### config.mk
export PLATFORM = sky130hd
export DESIGN_NAME = pipe_ctrl_n_flat
export DESIGN_NICKNAME = d
export VERILOG_FILES = /design/src/rtl/pipe_ctrl_n_if.sv /design/src/rtl/pipe_ctrl_n.sv /design/src/flat_wrapper.sv
export SDC_FILE = /design/constraint.sdc
export NUM_CORES = 1
export LEC_CHECK = 0
export CORE_UTILIZATION = 30
export CTS_CLUSTER_SIZE = 8
export DETAILED_ROUTE_END_ITERATION = 12
export GPL_TIMING_DRIVEN = 0
export SYNTH_ARGS = -nofsm -noshare
export SYNTH_HDL_FRONTEND = slang
export SYNTH_SLANG_ARGS = --single-unit
### constraint.sdc
create_clock -name clk -period 3.35 [get_ports clk]
set_input_delay 0.335 -clock clk [delete_from_list [all_inputs] [get_ports clk]]
set_output_delay 0.335 -clock clk [all_outputs]
set_load 0.05 [all_outputs]
### src/rtl/pipe_ctrl_n_if.sv
// Request/response bundle between the pipeline stages and the hazard controller.
interface pipe_ctrl_n_if #(
    parameter int unsigned STAGES = 6,
    parameter int unsigned PC_W   = 32,
    parameter int unsigned CNT_W  = 32
);
    logic [STAGES-1:0]      stall_req_i;
    logic [STAGES-1:0]      flush_req_i;
    logic [STAGES*PC_W-1:0] flush_pc_i;
    logic                   halt_req_i;
    logic [STAGES-1:0]      stall_o;
    logic [STAGES-1:0]      flush_o;
    logic                   redirect_o;
    logic [PC_W-1:0]        redirect_pc_o;
    logic                   halted_o;
    logic                   wdog_err_o;
    logic [CNT_W-1:0]       stall_cnt_o;

    // Pipeline side: raises requests, consumes hold/clear/redirect controls.
    modport master (
        output stall_req_i, flush_req_i, flush_pc_i, halt_req_i,
        input  stall_o, flush_o, redirect_o, redirect_pc_o,
               halted_o, wdog_err_o, stall_cnt_o
    );

    // Controller side.
    modport slave (
        input  stall_req_i, flush_req_i, flush_pc_i, halt_req_i,
        output stall_o, flush_o, redirect_o, redirect_pc_o,
               halted_o, wdog_err_o, stall_cnt_o
    );
endinterface

### src/rtl/pipe_ctrl_n.sv
// Hazard controller for an N-stage in-order pipeline: stall/flush vectors,
// deferred flush with PC redirect, debug-halt drain, stall watchdog and counter.
module pipe_ctrl_n #(
    parameter int unsigned STAGES     = 6,
    parameter int unsigned PC_W       = 32,
    parameter int unsigned CNT_W      = 32,
    parameter int unsigned WDOG_W     = 16,
    parameter int unsigned WDOG_LIMIT = 1023
) (
    input  logic         clk,
    input  logic         rst_n,
    pipe_ctrl_n_if.slave bus
);
    localparam int unsigned IDX_W = $clog2(STAGES);

    typedef enum logic [1:0] {
        RUN    = 2'd0,
        DRAIN  = 2'd1,
        HALTED = 2'd2
    } state_e;

    state_e             state_q, state_nxt;
    logic [IDX_W-1:0]   drain_q, drain_nxt;
    logic               pend_vld_q, pend_vld_nxt;
    logic [IDX_W-1:0]   pend_idx_q, pend_idx_nxt;
    logic [PC_W-1:0]    pend_pc_q, pend_pc_nxt;
    logic [WDOG_W-1:0]  wd_q, wd_nxt;
    logic               wdog_err_q, wdog_err_nxt;
    logic               halted_q;
    logic [CNT_W-1:0]   stall_cnt_q;

    logic               s_vld;
    logic [IDX_W-1:0]   s_idx;
    logic [STAGES-1:0]  req_stall_c;
    logic               live_vld;
    logic [IDX_W-1:0]   live_idx;
    logic [PC_W-1:0]    live_pc;
    logic               f_vld;
    logic [IDX_W-1:0]   f_idx;
    logic [PC_W-1:0]    f_pc;
    logic               blocked_c;
    logic [STAGES-1:0]  flush_vec_c;
    logic               issue_c;
    logic               wd_inc_c;
    logic [STAGES-1:0]  stall_c;
    logic [STAGES-1:0]  flush_c;
    logic               redirect_c;
    logic [PC_W-1:0]    redirect_pc_c;

    // Stage 0 has no requests of its own; its request bits are don't-care.
    logic unused_in;
    assign unused_in = ^{bus.stall_req_i[0], bus.flush_req_i[0], bus.flush_pc_i[PC_W-1:0]};

    // Hazard decode: oldest stall, oldest flush candidate and whether it is blocked.
    always_comb begin
        s_vld       = 1'b0;
        s_idx       = '0;
        live_vld    = 1'b0;
        live_idx    = '0;
        live_pc     = '0;
        req_stall_c = '0;
        flush_vec_c = '0;
        blocked_c   = 1'b0;
        for (int k = 1; k < int'(STAGES); k++) begin
            if (bus.stall_req_i[k]) begin
                s_vld = 1'b1;
                s_idx = IDX_W'(k);
            end
            if (bus.flush_req_i[k]) begin
                live_vld = 1'b1;
                live_idx = IDX_W'(k);
                live_pc  = bus.flush_pc_i[k*PC_W +: PC_W];
            end
        end
        for (int j = 0; j < int'(STAGES); j++) begin
            req_stall_c[j] = s_vld && (IDX_W'(j) <= s_idx);
        end
        // A live request wins a tie against the pending one.
        if (live_vld && (!pend_vld_q || (live_idx >= pend_idx_q))) begin
            f_idx = live_idx;
            f_pc  = live_pc;
        end else begin
            f_idx = pend_idx_q;
            f_pc  = pend_pc_q;
        end
        f_vld = live_vld || pend_vld_q;
        for (int k = 1; k < int'(STAGES); k++) begin
            if (bus.stall_req_i[k] && (IDX_W'(k) > f_idx)) blocked_c = 1'b1;
            if (IDX_W'(k) < f_idx) flush_vec_c[k] = 1'b1;
        end
    end

    // Next-state and control outputs.
    always_comb begin
        state_nxt     = state_q;
        drain_nxt     = drain_q;
        pend_vld_nxt  = pend_vld_q;
        pend_idx_nxt  = pend_idx_q;
        pend_pc_nxt   = pend_pc_q;
        stall_c       = '0;
        flush_c       = '0;
        redirect_c    = 1'b0;
        redirect_pc_c = '0;
        issue_c       = f_vld && !blocked_c && (state_q != HALTED);

        if (issue_c) begin
            flush_c       = flush_vec_c;
            redirect_c    = 1'b1;
            redirect_pc_c = f_pc;
        end else begin
            stall_c = req_stall_c;
        end

        unique case (state_q)
            RUN: begin
                if (bus.halt_req_i) begin
                    state_nxt = DRAIN;
                    drain_nxt = IDX_W'(STAGES - 1);
                end
            end
            DRAIN: begin
                // Hold the PC and feed bubbles until the pipe empties.
                stall_c[0] = 1'b1;
                flush_c[1] = 1'b1;
                if (!bus.halt_req_i) begin
                    state_nxt = RUN;
                end else if (!s_vld) begin
                    drain_nxt = drain_q - IDX_W'(1);
                    if (drain_q <= IDX_W'(1)) state_nxt = HALTED;
                end
            end
            HALTED: begin
                stall_c = '1;
                flush_c = '0;
                if (!bus.halt_req_i) state_nxt = RUN;
            end
            default: state_nxt = RUN;
        endcase

        if (issue_c) begin
            pend_vld_nxt = 1'b0;
        end else if (f_vld) begin
            pend_vld_nxt = 1'b1;
            pend_idx_nxt = f_idx;
            pend_pc_nxt  = f_pc;
        end
    end

    // Watchdog counts consecutive request stalls that are not relieved by a flush.
    always_comb begin
        wd_inc_c     = (state_q == RUN) && s_vld && !issue_c;
        wd_nxt       = '0;
        wdog_err_nxt = wdog_err_q;
        if (wd_inc_c) begin
            wd_nxt = (wd_q == '1) ? wd_q : wd_q + WDOG_W'(1);
            if (32'(wd_nxt) >= WDOG_LIMIT) wdog_err_nxt = 1'b1;
        end
    end

    always_ff @(posedge clk or negedge rst_n) begin
        if (!rst_n) begin
            state_q     <= RUN;
            drain_q     <= '0;
            pend_vld_q  <= 1'b0;
            pend_idx_q  <= '0;
            pend_pc_q   <= '0;
            wd_q        <= '0;
            wdog_err_q  <= 1'b0;
            halted_q    <= 1'b0;
            stall_cnt_q <= '0;
        end else begin
            state_q     <= state_nxt;
            drain_q     <= drain_nxt;
            pend_vld_q  <= pend_vld_nxt;
            pend_idx_q  <= pend_idx_nxt;
            pend_pc_q   <= pend_pc_nxt;
            wd_q        <= wd_nxt;
            wdog_err_q  <= wdog_err_nxt;
            halted_q    <= (state_nxt == HALTED);
            if (s_vld) stall_cnt_q <= stall_cnt_q + CNT_W'(1);
        end
    end

    // Control vectors are forced quiet while reset is held.
    assign bus.stall_o       = rst_n ? stall_c       : '0;
    assign bus.flush_o       = rst_n ? flush_c       : '0;
    assign bus.redirect_o    = rst_n ? redirect_c    : 1'b0;
    assign bus.redirect_pc_o = rst_n ? redirect_pc_c : '0;
    assign bus.halted_o      = halted_q;
    assign bus.wdog_err_o    = wdog_err_q;
    assign bus.stall_cnt_o   = stall_cnt_q;

endmodule

### src/flat_wrapper.sv
// flat-port wrapper written by rule: the top's interface ports become plain ports
module pipe_ctrl_n_flat 
#(
    parameter int unsigned STAGES     = 6,
    parameter int unsigned PC_W       = 32,
    parameter int unsigned CNT_W      = 32,
    parameter int unsigned WDOG_W     = 16,
    parameter int unsigned WDOG_LIMIT = 1023
)
  (clk, rst_n, bus_stall_req_i, bus_flush_req_i, bus_flush_pc_i, bus_halt_req_i, bus_stall_o, bus_flush_o, bus_redirect_o, bus_redirect_pc_o, bus_halted_o, bus_wdog_err_o, bus_stall_cnt_o);
  pipe_ctrl_n_if #(.STAGES(STAGES), .PC_W(PC_W), .CNT_W(CNT_W)) bus_i ();
  input  logic clk;
  input  logic rst_n;
  input wire logic [$bits(bus_i.stall_req_i)-1:0] bus_stall_req_i;
  input wire logic [$bits(bus_i.flush_req_i)-1:0] bus_flush_req_i;
  input wire logic [$bits(bus_i.flush_pc_i)-1:0] bus_flush_pc_i;
  input wire logic [$bits(bus_i.halt_req_i)-1:0] bus_halt_req_i;
  output wire logic [$bits(bus_i.stall_o)-1:0] bus_stall_o;
  output wire logic [$bits(bus_i.flush_o)-1:0] bus_flush_o;
  output wire logic [$bits(bus_i.redirect_o)-1:0] bus_redirect_o;
  output wire logic [$bits(bus_i.redirect_pc_o)-1:0] bus_redirect_pc_o;
  output wire logic [$bits(bus_i.halted_o)-1:0] bus_halted_o;
  output wire logic [$bits(bus_i.wdog_err_o)-1:0] bus_wdog_err_o;
  output wire logic [$bits(bus_i.stall_cnt_o)-1:0] bus_stall_cnt_o;
  assign bus_i.stall_req_i = bus_stall_req_i;
  assign bus_i.flush_req_i = bus_flush_req_i;
  assign bus_i.flush_pc_i = bus_flush_pc_i;
  assign bus_i.halt_req_i = bus_halt_req_i;
  assign bus_stall_o = bus_i.stall_o;
  assign bus_flush_o = bus_i.flush_o;
  assign bus_redirect_o = bus_i.redirect_o;
  assign bus_redirect_pc_o = bus_i.redirect_pc_o;
  assign bus_halted_o = bus_i.halted_o;
  assign bus_wdog_err_o = bus_i.wdog_err_o;
  assign bus_stall_cnt_o = bus_i.stall_cnt_o;
  pipe_ctrl_n #(.STAGES(STAGES), .PC_W(PC_W), .CNT_W(CNT_W), .WDOG_W(WDOG_W), .WDOG_LIMIT(WDOG_LIMIT)) u_core (.clk(clk), .rst_n(rst_n), .bus(bus_i));
endmodule
==> reports/metrics.cfg, run 1 <==
[outcome]
status = finished clean

[flow_run]
max_cap_viol_count = 0

[route]
drt_iter0_drc = 259
ant_nets = 0
post_drt_via_cell_ratio = 4.94
vias = 6597
drc = 0
wl_um = 22400
first_pass_iters = 4
wl_per_cell_um = 16.8

[setup_path]
worstPathArrival_ns = 3.00
crit_path_max_fanout = 6
path_class = in -> out
cp.required_ns = 3.01
end_kind = primary output
crit_path_start_kind = input port

[clock_tree]
cts_tree = yes
clk_pin_slew_ns = 0.07
clock_sinks = 91
htreeDepth = 3
clock_path_buffers = 2
cts_buffers = 9
insertion_delay_ns = 0.36
root_buffer = clkbuf_16

[global_routing]
grt_max_degree = 65
antenna_found_initial = 0
grt_pass1_vias = 6611
grtUsageTotal_pct = 20.1
grt_pass1_wl_um = 34800
grt_remaining_overflow = 0

[cells_and_area]
fillCellCount = 2053
mostFrequentLayoutCells = clkdlybuf4s50_1 (201), dfrtp_1 (90), nand2_1 (76)
drive_gt1_share_pct = 18.1
nNetsFinal = 1273
area_delta_synth_final_pct = 61.3
fin_area_um2 = 10400
final_common_cell = clkdlybuf4s50_1
diodes = 0

[synth]
netlist.area_leader.share_pct = 35.2
syn_nets = 981
syn-instance-count = 764
synth_area_um2 = 6460
yosys_most_used_dff = dfrtp_1
synthArstFlopShare_pct = 100
syn_area_per_cell_um2 = 8.46
ys_top_cells_by_area = dfrtp_1 (35%), mux2i_1 (11%), nand2_1 (4.4%), a221oi_1 (4.3%), nor3_1 (3.9%)
ys_seq_elements = 91
synth-edff-count = 0
ys_warn_count = 0
yosysTopAreaCell = dfrtp_1
ys_types = 60
seq_area_frac_synth_pct = 35.2

[power]
p_sw_share_pct = 44.1
p_switching_uw = 2720
power.internal_uw = 3440
p_comb_share_pct = 56.1
powerDensity_nw_per_um2 = 590
vdd_ir_drop_max_mv = 0.301
p_leak_uw = 0.00423
p_seq_share_pct = 26.9
finalPower_uw = 6160
p_clk_share_pct = 17.0

[die]
ios = 286
fp.dieH_um = 149
floorplan.initialDensity_pct = 30.7
fp.dieW_um = 149
core_area_um2 = 21100
die_area_um2 = 22100
num_rows = 53

[timing]
tightest_slew_ns = 0.741
final_hold_viol_count = 0
timing.fmax_mhz = 300
grt_setup_unrepaired = yes
finalCriticalPeriod_ns = 3.34
setup_viol = 0
slew_headroom_pct = 50.6
slew_viol_final = 0
finalCritPeriodShare_pct = 99.6
skew_ns = 0.0130

[placed_design]
place.gp.congestion = 0.847
dpl_cell_area_um2 = 9410
dp_hpwl_um = 16800
numPortBuffers = 249

[worst_hold_path]
hold_class = reg -> reg

[synth_stat cells (all sizes together), types with 7 or more instances]
cell,instances
a21oi,43
a221oi,33
and3,8
buf,18
clkbuf,33
dfrtp,91
ha,10
inv,49
mux2i,70
nand2,76
nand3,19
nand4,8
nor2,62
nor2b,35
nor3,60
nor4,7
o21ai,49
xnor2,27
xor2,14
[metal layers]
layer	vias up	wire length [um]	share of wire (%)	global-route usage (%)
li1	3279	-	-	-
met1	3117	9580	43	25.3
met2	182	11300	50	34.5
met3	19	1230	5.5	4.62
met4	0	315	1.4	5.00
met5	-	0	0	0
[timing repair]
item | CTS | global route
hold buffers | 1 | 0
cloned | 0 | 4
setup endpoints to repair | 45 | 44
endpoints found under the hold margin | 29 | 0
pin swaps | 7 | 27
resized for setup | 316 | 91
buffers inserted | 11 | 15
[sequential cells by signal, indices dropped and copies added (netlist names)]
name,flops
u_core.bus.halted_o,1
u_core.drain_q,3
u_core.pend_pc_q,32
u_core.pend_vld_q,1
u_core.wd_q,16
u_core.state_q,2
u_core.bus.wdog_err_o,1
u_core.pend_idx_q,3
u_core.bus.stall_cnt_o,32
[worst paths after layout]
check	from	to	slack, ns	cells past startpoint
setup / recovery	bus_flush_req_i[5]	bus_redirect_pc_o[10]	0.01	15
hold / removal	u_core.bus.stall_cnt_o[31]	u_core.bus.stall_cnt_o[31]	0.47	1
setup reg to reg	u_core.pend_idx_q[1]	u_core.pend_pc_q[18]	0.38	14
hold reg to reg	u_core.bus.stall_cnt_o[31]	u_core.bus.stall_cnt_o[31]	0.47	1
max in group asynchronous	rst_n	u_core.pend_idx_q[1]	2.20	3
min in group asynchronous	rst_n	u_core.wd_q[3]	0.48	2
[final cells by class]
| type | instances | area (um2) | area share [%] |
|---|---|---|---|
| buffer | 51 | 325 | 3.12 |
| clock buffer | 9 | 225 | 2.16 |
| clock inverter | 7 | 76.3 | 0.732 |
| inverter | 49 | 186 | 1.79 |
| multi-input combinational | 573 | 4090 | 39.2 |
| sequential | 91 | 2280 | 21.9 |
| tap | 275 | 344 | 3.30 |
| timing repair buffer | 281 | 2900 | 27.8 |
[worst max-delay path: stages]
cell	delay [ns]
buf_2	0.15
or2_4	0.27
nor2_2	0.16
ha_4	0.22
o21ai_4	0.16
a22o_1	0.18
a21o_1	0.12
buf_8	0.14
mux2i_4	0.29
o31ai_4	0.13
o211ai_4	0.27
buf_12	0.18
clkbuf_16	0.17
nor2_4	0.04
buf_6	0.16
[power by group through the flow]
stage | clock network, uW | logic [uW] | registers, uW
finish | 1050 | 3450 | 1650
floorplan | 0 | 1810 | 1810
global placement | 0 | 2910 | 1660
CTS | 1080 | 3120 | 1650
global route | 1130 | 3690 | 1700
detailed placement | 0 | 2950 | 1650
[stage by stage]
stage               setup slack (ns)  setup TNS [ns]  cells  hold WS [ns]  utilization (%)
floorplan                     -0.169          -0.843    764        0.0394                -
global placement               -3.25         -308.63   1288         0.456             44.5
detailed placement             -1.60          -81.16   1289         0.308             44.6
CTS                          -0.0103         -0.0261   1317         0.475             47.0
global route                 -0.0915           -2.24   1336         0.514             49.4
finish                        0.0120               0   1336         0.466             49.4
[cell families (layout without fill, tap and decap cells)]
logic type	after synthesis	count (layout)	share of synthesized area, %
other cells	1	1	0.0580
fa+ha+maj	10	10	1.94
simple gates	294	294	23.0
mux	70	70	10.9
compound gates	157	157	16.6
flops	91	91	35.2
xor+xnor	41	41	5.56
buf+inv	100	397	6.81
No activity file was read; power rests on OpenSTA's default activity.
==> run 2: changes to the inputs <==
- SKIP_LAST_GASP: not set -> 1
==> reports/metrics.cfg, run 2 (synthesis gave the netlist of run 1 again) <==
[global_routing]
grt_remaining_overflow = 0  ; unchanged
grt_pass1_vias = 6607  ; -0.061%
grt_max_degree = 65  ; unchanged
grtUsageTotal_pct = 20.1  ; about the same
antenna_found_initial = 0  ; unchanged
grt_pass1_wl_um = 34800  ; unchanged

[cells_and_area]
post-route-util_pct = 49.4  ; unchanged
fin_area_um2 = 10400  ; unchanged
final_common_cell = clkdlybuf4s50_1
mostFrequentLayoutCells = clkdlybuf4s50_1 (201), dfrtp_1 (90), nand2_1 (76)
diodes = 0  ; unchanged
area_delta_synth_final_pct = 61.3  ; unchanged
drive_gt1_share_pct = 18.1  ; unchanged
nNetsFinal = 1273  ; unchanged

[route]
wl_per_cell_um = 16.8  ; -0.12%
first_pass_iters = 4  ; unchanged
drc = 0  ; unchanged
post_drt_via_cell_ratio = 4.94  ; about the same
vias = 6600  ; +0.045%
wl_um = 22400  ; -0.12%
ant_nets = 0  ; unchanged
drt_iter0_drc = 259  ; unchanged

[setup_path]
worstPathArrival_ns = 3.00  ; about the same
cp.required_ns = 3.01  ; about the same
end_kind = primary output
rr_worst_depth = 14  ; unchanged
reg2reg_from = u_core.pend_idx_q[1]
path_class = in -> out
crit_path_start_kind = input port
worst_r2r_endpoint = u_core.pend_pc_q[18]
reg2reg_setup_slack_ns = 0.39  ; about the same
crit_path_max_fanout = 6  ; unchanged

[worst_hold_path]
hold_class = reg -> reg
hp-start = u_core.bus.stall_cnt_o[31]
holdPathEnd = u_core.bus.stall_cnt_o[31]
min_path_cells = 1  ; unchanged

[timing]
skew_ns = 0.0130  ; -0.0000323 ns
final_hold_viol_count = 0  ; unchanged
finalCritPeriodShare_pct = 99.6  ; about the same
slew_viol_final = 0  ; unchanged
slew_headroom_pct = 50.6  ; about the same
fin_tns_setup_ns = 0  ; unchanged
finalCriticalPeriod_ns = 3.34  ; -0.000384 ns
grt_setup_unrepaired = yes
setup_viol = 0  ; unchanged
tightest_slew_ns = 0.741  ; +0.000730 ns
whs_ns = 0.466  ; +0.00000100 ns
timing.fmax_mhz = 300  ; about the same

[die]
fp.dieH_um = 149  ; unchanged
ios = 286  ; unchanged
core_area_um2 = 21100  ; unchanged
fp.dieW_um = 149  ; unchanged
die_area_um2 = 22100  ; unchanged
floorplan.initialDensity_pct = 30.7  ; unchanged
num_rows = 53  ; unchanged

[clock_tree]
clock_sinks = 91  ; unchanged
cts_buffers = 9  ; unchanged
clk_pin_slew_ns = 0.07  ; about the same
insertion_delay_ns = 0.36  ; about the same
cts_tree = yes
root_buffer = clkbuf_16
clock_path_buffers = 2  ; unchanged
htreeDepth = 3  ; unchanged

[placed_design]
dp_hpwl_um = 16800  ; unchanged
place.gp.congestion = 0.847  ; unchanged
numPortBuffers = 249  ; unchanged
dpl_cell_area_um2 = 9410  ; unchanged

[outcome]
status = finished clean

[power]
finalPower_uw = 6150  ; about the same
powerDensity_nw_per_um2 = 590  ; about the same
p_leak_uw = 0.00423  ; unchanged
vdd_ir_drop_max_mv = 0.301  ; about the same

[flow_run]
max_cap_viol_count = 0  ; unchanged

==> run 2: per-stage QoR <==
stage	instances	setup slack, ns
after floorplan	764	-0.169
after global placement	1288	-3.25
after detailed placement	1289	-1.60
after CTS	1317	-0.0270
after global routing	1336	-0.0915
final	1336	0.0124
==> run 2: critical path: stages <==
cell	delay, ns
buf_2	0.15
or2_4	0.27
nor2_2	0.16
ha_4	0.22
o21ai_4	0.16
a22o_1	0.18
a21o_1	0.12
buf_8	0.14
mux2i_4	0.29
o31ai_4	0.13
o211ai_4	0.27
buf_12	0.18
clkbuf_16	0.17
nor2_4	0.04
buf_6	0.16
==> run 2: layout make-up <==
class	instances	area, um2
Inverter	49	186
Buffer	51	325
Clock inverter	7	76.3
Timing Repair Buffer	281	2900
Clock buffer	9	225
Fill cell	2053	10700
Sequential cell	91	2280
Multi-Input combinational cell	573	4090
Tap cell	275	344
==> run 2: worst max-delay path by stage <==
| stage | endpoint | slack (ns) | depth (start not counted) | from |
|---|---|---|---|---|
| after floorplan | bus_stall_o[0] | -0.17 | 12 | bus_flush_req_i[5] |
| after global placement | bus_redirect_pc_o[17] | -3.25 | 6 | rst_n |
| final | bus_redirect_pc_o[10] | 0.01 | 15 | bus_flush_req_i[5] |
| after detailed placement | bus_redirect_pc_o[17] | -1.60 | 14 | bus_flush_req_i[5] |
| after global routing | bus_redirect_pc_o[15] | -0.09 | 15 | bus_flush_req_i[5] |
| after CTS | bus_stall_o[4] | -0.03 | 14 | bus_flush_req_i[5] |
==> run 2: timing repair <==
action / CTS / global route
pin swaps: 7 / 27
endpoints found under the hold margin: 29 / 0
hold buffers: 1 / 0
setup endpoints to repair: 45 / 44
resized for setup: 315 / 92
cloned: 0 / 4
buffers inserted: 11 / 15
==> run 2: metal layers <==
metal	wire (um)	GRT usage, %	up-vias
met1	9510	25.3	3112
met2	11300	34.5	188
met3	1280	4.62	19
met5	0	0	-
met4	315	5.00	0
li1	-	-	3281
==> run 2: power breakdown <==
part | total, uW | switching (uW) | internal [uW] | leakage (uW)
combinational | 3450 | 1960 | 1500 | 0.00294
clock | 1050 | 515 | 532 | 0.000149
sequential | 1650 | 243 | 1410 | 0.00114
==> run 3: changes to the inputs <==
- ABC_CLOCK_PERIOD_IN_PS: not set -> 3700
- clock period: 3.35 -> 3.7 ns (I/O delays scaled with it)
==> reports/metrics.cfg, run 3 (synthesis gave the netlist of run 1 again) <==
[outcome]
status = finished clean

[global_routing]
grt_max_degree = 65  ; unchanged
grt_pass1_vias = 6518  ; -1.3%
grtUsageTotal_pct = 19.1  ; -0.94 points
grt_pass1_wl_um = 33500  ; -3.9%
grt_remaining_overflow = 0  ; unchanged
antenna_found_initial = 1  ; +1

[timing]
setup_ws_ns = 0.124  ; +0.111 ns
skew_ns = 0.0105  ; -0.00252 ns
slew_viol_final = 0  ; unchanged
timing.fmax_mhz = 280
final_hold_viol_count = 0  ; unchanged
setup_viol = 0  ; unchanged
finalCriticalPeriod_ns = 3.58
whs_ns = 0.471  ; +0.00521 ns
tightest_slew_ns = 0.699  ; -0.0419 ns
slew_headroom_pct = 53.4  ; +2.8 points
finalCritPeriodShare_pct = 96.7

[power]
powerDensity_nw_per_um2 = 527  ; -11%
vdd_ir_drop_max_mv = 0.213  ; -29%
p_sw_share_pct = 43.9  ; -0.23 points
p_switching_uw = 2240  ; -17%
p_clk_share_pct = 19.4  ; +2.4 points
p_leak_uw = 0.00397  ; -6.0%
power.internal_uw = 2870  ; -17%
p_seq_share_pct = 29.2  ; +2.3 points
p_comb_share_pct = 51.3  ; -4.8 points

[setup_path]
crit_path_start_kind = input port
slowest_delay_ns = 0.30  ; about the same
worstPathArrival_ns = 3.21  ; +0.21 ns
path_class = in -> out
cp_cell_sequence = dlygate4sd2_1, or2_4, nor2_1, ha_1, o21ai_2, a22o_1, buf_4, a32oi_4, o21ai_1, a21oi_2, o211ai_4, buf_4, nor2_1, buf_4
end_kind = primary output
cp.required_ns = 3.33  ; +0.32 ns
path_common_cell = buf_4
cp_slowest_cell = dlygate4sd2_1
crit_path_max_fanout = 10  ; +4

[cells_and_area]
drive_gt1_share_pct = 11.0  ; -7.1 points
area_delta_synth_final_pct = 50.0
fillCellCount = 2121  ; +3.3%
nNetsFinal = 1249  ; -1.9%
mostFrequentLayoutCells = clkdlybuf4s50_1 (201), dfrtp_1 (91), nand2_1 (76)
final_common_cell = clkdlybuf4s50_1

[route]
wl_um = 20900  ; -6.5%
drc = 0  ; unchanged
wl_per_cell_um = 15.9  ; -4.8%
vias = 6424  ; -2.7%
first_pass_iters = 4  ; unchanged
drt_iter0_drc = 247  ; -4.6%
post_drt_via_cell_ratio = 4.89  ; -0.96%
ant_nets = 0  ; unchanged

[die]
floorplan.initialDensity_pct = 30.7  ; unchanged
core_area_um2 = 21100  ; unchanged
num_rows = 53  ; unchanged
fp.dieW_um = 149  ; unchanged
die_area_um2 = 22100  ; unchanged
ios = 286  ; unchanged
fp.dieH_um = 149  ; unchanged

[clock_tree]
htreeDepth = 3  ; unchanged
cts_buffers = 9  ; unchanged
cts_tree = yes
insertion_delay_ns = 0.35  ; about the same
clock_sinks = 91  ; unchanged
clock_path_buffers = 2  ; unchanged
root_buffer = clkbuf_16
clk_pin_slew_ns = 0.07  ; about the same

[placed_design]
dp_hpwl_um = 16400  ; -2.0%
place_ws_ns = -1.29  ; +0.306 ns
place.gp.congestion = 0.864  ; +2.0%
numPortBuffers = 249  ; unchanged

[worst_hold_path]
hold_class = reg -> reg

[flow_run]
max_cap_viol_count = 0  ; unchanged

[run 3: per-layer routing]
metal	track usage, %	vias to the layer above	share of wire [%]
li1	-	3238	-
met1	23.4	2990	42
met2	33.8	184	50
met3	4.25	12	5.9
met4	4.95	0	1.3
met5	0	-	0
[run 3: timing repair]
item                                   CTS  global route
endpoints found under the hold margin   29             0
resized for setup                      264            12
hold buffers                             1             0
setup endpoints to repair               44            38
pin swaps                                5             4
setup buffers                            5             1
[run 3: power groups by stage]
stage	Sequential [uW]	Combinational [uW]	Clock (uW)
6_report	1490	2620	994
5_1_grt	1530	2840	1060
4_1_cts	1490	2640	1020
3_5_place_dp	1500	2620	0
3_3_place_gp	1500	2580	0
2_1_floorplan	1640	1580	0
[run 3: critical path, delay by kind of cell]
kind / cells / cell delay (ns)
AOI/OAI and AO/OA: 6 / 1.05
and+or+nand+nor: 3 / 0.66
buffers and inverters: 4 / 0.93
adders and majority gates: 1 / 0.19
[run 3: area by class of cell]
cell class / count / area [um2] / share of cell area (%)
Clock inverter: 7 / 91.3 / 0.942
Inverter: 49 / 184 / 1.90
Sequential cell: 91 / 2280 / 23.5
Antenna cell: 1 / 2.50 / 0.0258
Multi-Input combinational cell: 573 / 3830 / 39.5
Clock buffer: 9 / 225 / 2.32
Timing Repair Buffer: 257 / 2470 / 25.4
Buffer: 51 / 274 / 2.83
Tap cell: 275 / 344 / 3.55
[run 3: stage by stage]
step / power, uW / util, % / setup TNS [ns] / instances / instance area (um2)
2_1_floorplan: 3220 / - / -1.33 / 764 / 6460
3_3_place_gp: 4080 / 44.1 / -264.01 / 1288 / 9300
3_5_place_dp: 4110 / 44.2 / -49.51 / 1289 / 9330
4_1_cts: 5150 / 45.8 / 0 / 1311 / 9660
5_1_grt: 5430 / 46.0 / -0.0290 / 1313 / 9700
6_report: 5110 / 46.0 / 0 / 1313 / 9700
[run 3: path summary, 6_finish.rpt]
path                                             from                          to  slack (ns)  cells after the start
max                                bus_flush_req_i[5]       bus_redirect_pc_o[21]        0.12                     14
min                        u_core.bus.stall_cnt_o[31]  u_core.bus.stall_cnt_o[31]        0.47                      1
max reg2reg                      u_core.pend_idx_q[1]         u_core.pend_pc_q[8]        0.78                     13
min reg2reg                u_core.bus.stall_cnt_o[31]  u_core.bus.stall_cnt_o[31]        0.47                      1
max in group asynchronous                       rst_n        u_core.pend_pc_q[29]        2.53                      3
min in group asynchronous                       rst_n         u_core.pend_pc_q[6]        0.50                      2
